## src/rtl/player_ctrl.sv

```systemverilog
// Player cannon controller: movement, fire gating and the life/respawn FSM.
// Advanced once per frame on frame_clk; every output comes straight from a flop.
module player_ctrl #(
    parameter int          X_W            = 10,
    parameter int          X_MIN          = 0,
    parameter int          X_MAX          = 639,
    parameter int          X_CENTER       = 320,
    parameter int          STEP           = 2,
    parameter int          HALF_W         = 8,
    parameter logic [7:0]  KEY_LEFT       = 8'h04,
    parameter logic [7:0]  KEY_RIGHT      = 8'h07,
    parameter logic [7:0]  KEY_FIRE       = 8'h2C,
    parameter int          FIRE_CD        = 16,
    parameter int          LIVES          = 3,
    parameter int          DEATH_FRAMES   = 32,
    parameter int          RESPAWN_FRAMES = 64
) (
    input  logic           frame_clk,
    input  logic           Reset,
    input  logic [7:0]     keycode,
    input  logic           hit,
    input  logic           bullet_busy,
    output logic [X_W-1:0] player_x,
    output logic [X_W-1:0] player_hw,
    output logic           fire,
    output logic [2:0]     lives,
    output logic [1:0]     state_o,
    output logic           blink,
    output logic           game_over
);

    localparam int CNT_MAX = (DEATH_FRAMES > RESPAWN_FRAMES) ? DEATH_FRAMES : RESPAWN_FRAMES;
    localparam int CW      = (CNT_MAX > 1) ? $clog2(CNT_MAX) : 1;
    localparam int CDW     = (FIRE_CD > 0) ? $clog2(FIRE_CD + 1) : 1;
    localparam int BB      = (CW > 2) ? 2 : CW - 1;
    localparam int XW1     = X_W + 1;

    // Bounds and step held one bit wider so x-STEP cannot wrap below zero
    localparam logic [XW1-1:0] LO  = XW1'(X_MIN + HALF_W);
    localparam logic [XW1-1:0] HI  = XW1'(X_MAX - HALF_W);
    localparam logic [XW1-1:0] STP = XW1'(STEP);

    typedef enum logic [1:0] {
        ALIVE     = 2'b00,
        DYING     = 2'b01,
        RESPAWN   = 2'b10,
        GAME_OVER = 2'b11
    } state_t;

    state_t         state_q, state_d;
    logic [X_W-1:0] x_q, x_d;
    logic [2:0]     lives_q, lives_d;
    logic [CW-1:0]  cnt_q, cnt_d;
    logic [CDW-1:0] cd_q, cd_d;
    logic [7:0]     prev_q, prev_d;
    logic           fire_q, fire_d;
    logic           blink_q, blink_d;

    logic [XW1-1:0] x_wide;
    logic [XW1-1:0] x_left;
    logic [XW1-1:0] x_right;
    logic           mobile;

    // Next-state: movement, fire edge/cooldown gating and life state machine
    always_comb begin
        state_d = state_q;
        x_d     = x_q;
        lives_d = lives_q;
        cnt_d   = cnt_q;
        prev_d  = keycode;
        fire_d  = 1'b0;
        blink_d = 1'b0;

        x_wide  = {1'b0, x_q};
        x_left  = (x_wide < LO + STP) ? LO : x_wide - STP;
        x_right = (x_wide + STP > HI) ? HI : x_wide + STP;

        // A hit in ALIVE wins the frame: no move, no shot
        mobile = ((state_q == ALIVE) && !hit) || (state_q == RESPAWN);

        if (mobile) begin
            if (keycode == KEY_LEFT)
                x_d = x_left[X_W-1:0];
            else if (keycode == KEY_RIGHT)
                x_d = x_right[X_W-1:0];
        end

        fire_d = mobile && (keycode == KEY_FIRE) && (prev_q != KEY_FIRE)
                 && (cd_q == '0) && !bullet_busy;

        if (fire_d)
            cd_d = CDW'(FIRE_CD);
        else if (cd_q != '0)
            cd_d = cd_q - CDW'(1);
        else
            cd_d = cd_q;

        unique case (state_q)
            ALIVE: begin
                if (hit) begin
                    cnt_d = '0;
                    if (lives_q <= 3'd1) begin
                        lives_d = 3'd0;
                        state_d = GAME_OVER;
                    end else begin
                        lives_d = lives_q - 3'd1;
                        state_d = DYING;
                    end
                end
            end
            DYING: begin
                if (cnt_q == CW'(DEATH_FRAMES - 1)) begin
                    state_d = RESPAWN;
                    x_d     = X_W'(X_CENTER);
                    cnt_d   = '0;
                end else begin
                    cnt_d = cnt_q + CW'(1);
                end
            end
            RESPAWN: begin
                if (cnt_q == CW'(RESPAWN_FRAMES - 1)) begin
                    state_d = ALIVE;
                    cnt_d   = '0;
                end else begin
                    cnt_d   = cnt_q + CW'(1);
                    blink_d = cnt_d[BB];
                end
            end
            GAME_OVER: begin
                state_d = GAME_OVER;
            end
            default: state_d = ALIVE;
        endcase
    end

    // State and output registers, cleared asynchronously by Reset
    always_ff @(posedge frame_clk or posedge Reset) begin
        if (Reset) begin
            state_q <= ALIVE;
            x_q     <= X_W'(X_CENTER);
            lives_q <= 3'(LIVES);
            cnt_q   <= '0;
            cd_q    <= '0;
            prev_q  <= 8'h00;
            fire_q  <= 1'b0;
            blink_q <= 1'b0;
        end else begin
            state_q <= state_d;
            x_q     <= x_d;
            lives_q <= lives_d;
            cnt_q   <= cnt_d;
            cd_q    <= cd_d;
            prev_q  <= prev_d;
            fire_q  <= fire_d;
            blink_q <= blink_d;
        end
    end

    assign player_x  = x_q;
    assign player_hw = X_W'(HALF_W);
    assign fire      = fire_q;
    assign lives     = lives_q;
    assign state_o   = state_q;
    assign blink     = blink_q;
    assign game_over = (state_q == GAME_OVER);

endmodule

```

## config.mk

```make
export PLATFORM = sky130hd
export DESIGN_NAME = player_ctrl
export DESIGN_NICKNAME = d
export VERILOG_FILES = /design/src/rtl/player_ctrl.sv
export SDC_FILE = /design/constraint.sdc
export NUM_CORES = 1
export LEC_CHECK = 0
export BUFFER_PORTS_ARGS = -buffer_cell sky130_fd_sc_hd__buf_2
export CORE_MARGIN = 10
export CORE_UTILIZATION = 43
export DETAILED_ROUTE_END_ITERATION = 16
export PLACE_DENSITY = 0.72
export SYNTH_ARGS = -nofsm -noshare
export SYNTH_HDL_FRONTEND = slang
export SYNTH_SLANG_ARGS = --single-unit
```

## constraint.sdc

```tcl
create_clock -name frame_clk -period 2.7 [get_ports frame_clk]
set_input_delay 0.135 -clock frame_clk [delete_from_list [all_inputs] [get_ports frame_clk]]
set_output_delay 0.135 -clock frame_clk [all_outputs]
set_load 0.1 [all_outputs]
```

==> impl_metrics.py <==
metrics = {
    "yosys": {
        "yosysWarnings": 0,
        "syn_area_mm2": 0.00265,
        "synth-async-reset-ratio_pct": 100,
        "synth_flop_cell": "dfrtp_1",
        "synth_cells": 319,
        "synth_cell_type_count": 65,
        "seq_area_frac_synth_pct": 34.2,
        "yosysMostFrequentCell": "dfrtp_1",
        "synth_top_area_share_pct": 30.3,
        "yosys.area.top_type": "dfrtp_1",
        "synth_area_leaders": "dfrtp_1 (30%), ha_1 (6.1%), nand2_1 (4.4%)",
        "synth_edf_count": 0,
        "ys_ff_latch": 36,
        "synth_common_cells": "dfrtp_1 (32), nand2_1 (31), nor2_1 (26), o21ai_0 (23), nand3_1 (17)",
        "syn_area_per_cell_um2": 8.30,
    },
    "finish": {
        "nFillCells": 578,
        "layout-drive-gt1-share_pct": 19.9,
        "synthToLayoutAreaGrowth_pct": 13.5,
        "antenna_cells": 0,
        "utilization_pct": 50.4,
        "nets": 375,
        "layout.cells.non_filler": 426,
        "final_area_mm2": 0.00300,
    },
    "placed_design": {
        "io_buffers": 29,
        "placed_cells": 412,
        "dp_hpwl_um": 4940,
        "placed_area_mm2": 0.00285,
        "gp_congestion": 0.952,
    },
    "flow_run": {
        "cap_violations": 0,
    },
    "die": {
        "core-area_mm2": 0.00596,
        "die_h_um": 98.5,
        "die_area_mm2": 0.00969,
        "start_util_pct": 44.4,
        "die_x_um": 98.5,
        "io_pins": 40,
        "rows": 28,
    },
    "clock_tree": {
        "cts_buffers": 5,
        "clock_sink_count": 36,
        "clock_insertion_delay_worst_skew_ns": 0.30,
        "clk_pin_slew_worst_paths_ns": 0.08,
        "clk_path_buf_depth": 2,
        "cts_tree": "built",
        "cts-root-buf": "clkbuf_8",
        "htreeDepth": 2,
        "post_cts_buffers": 0,
    },
    "worst_setup_path": {
        "crit_type": "primary input to flip-flop",
        "critPathLaunchType": "primary input",
        "crit_fanout": 10,
        "required_ns": 2.87,
        "cpMaxStageDelayCell": "or4_4",
        "crit_arrival_ns": 2.74,
        "path_cells": "dlygate4sd3_1 > buf_2 > or4b_4 > or4_4 > nor2_8 > o22a_1 > a221oi_1 > a311oi_1",
        "reg2reg_to": "player_x[7]$_DFF_PP0_",
        "worst-r2r-setup-slack_ns": 0.30,
        "r2r-start": "player_x[1]$_DFF_PP0_",
        "slowest_delay_ns": 0.62,
        "end_kind": "flip-flop",
        "reg2regPathDepth": 7,
    },
    "global_routing": {
        "grt_pass1_vias": 2340,
        "antenna_found_initial": 0,
        "grt_max_degree": 27,
        "grt_overflow": 0,
        "grt_util_all_layers_pct": 13.7,
        "grt_pass1_wl_um": 11400,
    },
    "power_and_ir_drop": {
        "power.total_uw": 1050,
        "p_per_area_mw_per_mm2": 351,
        "ir_worst_vdd_mv": 0.306,
        "p_leak_uw": 0.00130,
    },
    "outcome": {
        "status": "finished, final reports clean",
    },
    "timing": {
        "period_minus_slack_ns": 2.56,
        "min_period_over_period_pct": 94.9,
        "slew_headroom_pct": 34.4,
        "fmax_ghz": 0.390,
        "rsz0062_at_grt": "false",
        "hold_viol": 0,
        "tightest_slew_ns": 0.983,
        "slew_viol_final": 0,
        "finalSetupTns_ns": 0,
        "clock_skew_ns": 0.0187,
        "setup_viol": 0,
    },
    "detailed_routing": {
        "initialDrtViolationCount": 234,
        "viasPerCell": 5.86,
        "ant_nets": 0,
        "vias": 2498,
        "avgRoutedWirePerCell_um": 15.7,
        "drc": 0,
        "routed_wl_um": 6670,
        "dr.pass1.iters": 5,
    },
    "hold_path": {
        "hp-class": "primary input to asynchronous set/reset pin",
    },
}
==> worst max path at each step <==
stage                                from                     to  slack [ns]  cells after the start
detailed placement  player_x[1]$_DFF_PP0_  player_x[7]$_DFF_PP0_        0.29                      7
global route                   keycode[4]  player_x[4]$_DFF_PP0_        0.03                      8
global placement    player_x[1]$_DFF_PP0_  player_x[7]$_DFF_PP0_        0.34                      7
finish                         keycode[4]  player_x[4]$_DFF_PP0_        0.14                      8
floorplan           player_x[7]$_DFF_PP0_  player_x[7]$_DFF_PP0_       0.002                      7
CTS                            keycode[4]  player_x[4]$_DFF_PP0_        0.16                      8
==> state kept, by name, summed over array words and instances (netlist names) <==
register,cells
lives,3
player_x,10
fire,1
cd_q,5
prev_q,8
blink,1
cnt_q,6
state_o,2
==> area by class of cell <==
| cell class | count | area [µm²] | share of cell area (%) |
|---|---|---|---|
| multi-input cells | 249 | 1570 | 52.2 |
| flip-flops and latches | 36 | 917 | 30.5 |
| repair buffers | 46 | 288 | 9.58 |
| well taps | 75 | 93.8 | 3.13 |
| clock buffers | 5 | 68.8 | 2.29 |
| inverters | 12 | 45.0 | 1.50 |
| clock inverters | 3 | 21.3 | 0.708 |
==> worst max-delay path: cells and delay by family <==
family | cells | cell delay [ns]
compound gates | 3 | 0.53
simple gates | 3 | 1.40
buf+inv | 2 | 0.67
==> report_power, final <==
| part | total, µW | leakage (µW) | switching [µW] | internal, µW |
|---|---|---|---|---|
| registers | 546 | 0.000427 | 1.37 | 545 |
| clock network | 401 | 0.0000445 | 218 | 183 |
| logic | 105 | 0.000833 | 87.5 | 18.0 |
| total | 1050 | 0.00130 | 307 | 746 |
==> metal layers <==
metal / track usage [%] / part of all wire (%) / up-vias
met5: 0 / 0 / -
met4: 4.85 / 1.5 / 0
met3: 3.07 / 7.2 / 10
met2: 23.0 / 49 / 113
met1: 16.8 / 42 / 1172
li1: - / - / 1203
==> cell usage in the layout, fill, tap and decap left out, types with 11 or more instances in the layout <==
master and instances:
nand3_1 17, nor2_1 26, ha_1 13, o21ai_0 23, a21oi_1 12, inv_1 12
buf_2 29, dfrtp_1 27, buf_4 11, nand2_1 31, nor3_1 11
==> cells by family after synthesis <==
group,synth area share (%)
AO/OA/AOI/OAI,20.5
XOR/XNOR,1.66
adder cells (fa/ha/maj),6.15
buffers and inverters,7.85
flip-flops,34.2
multiplexers,1.18
other,0.284
AND/OR/NAND/NOR,28.1
==> metrics by stage <==
step | setup slack [ns] | hold WS (ns)
6_report | 0.138 | 0.0543
5_1_grt | 0.0257 | 0.0505
4_1_cts | 0.159 | 0.0503
3_5_place_dp | 0.290 | 0.273
3_3_place_gp | 0.341 | 0.269
2_1_floorplan | 0.00192 | 0.166
==> what timing repair did <==
item / 4_1_cts / 5_1_grt
hold endpoints to repair: 6 / 0
hold buffers: 6 / 0
gates resized for setup: 0 / 0
No activity file was read; power rests on OpenSTA's default activity.
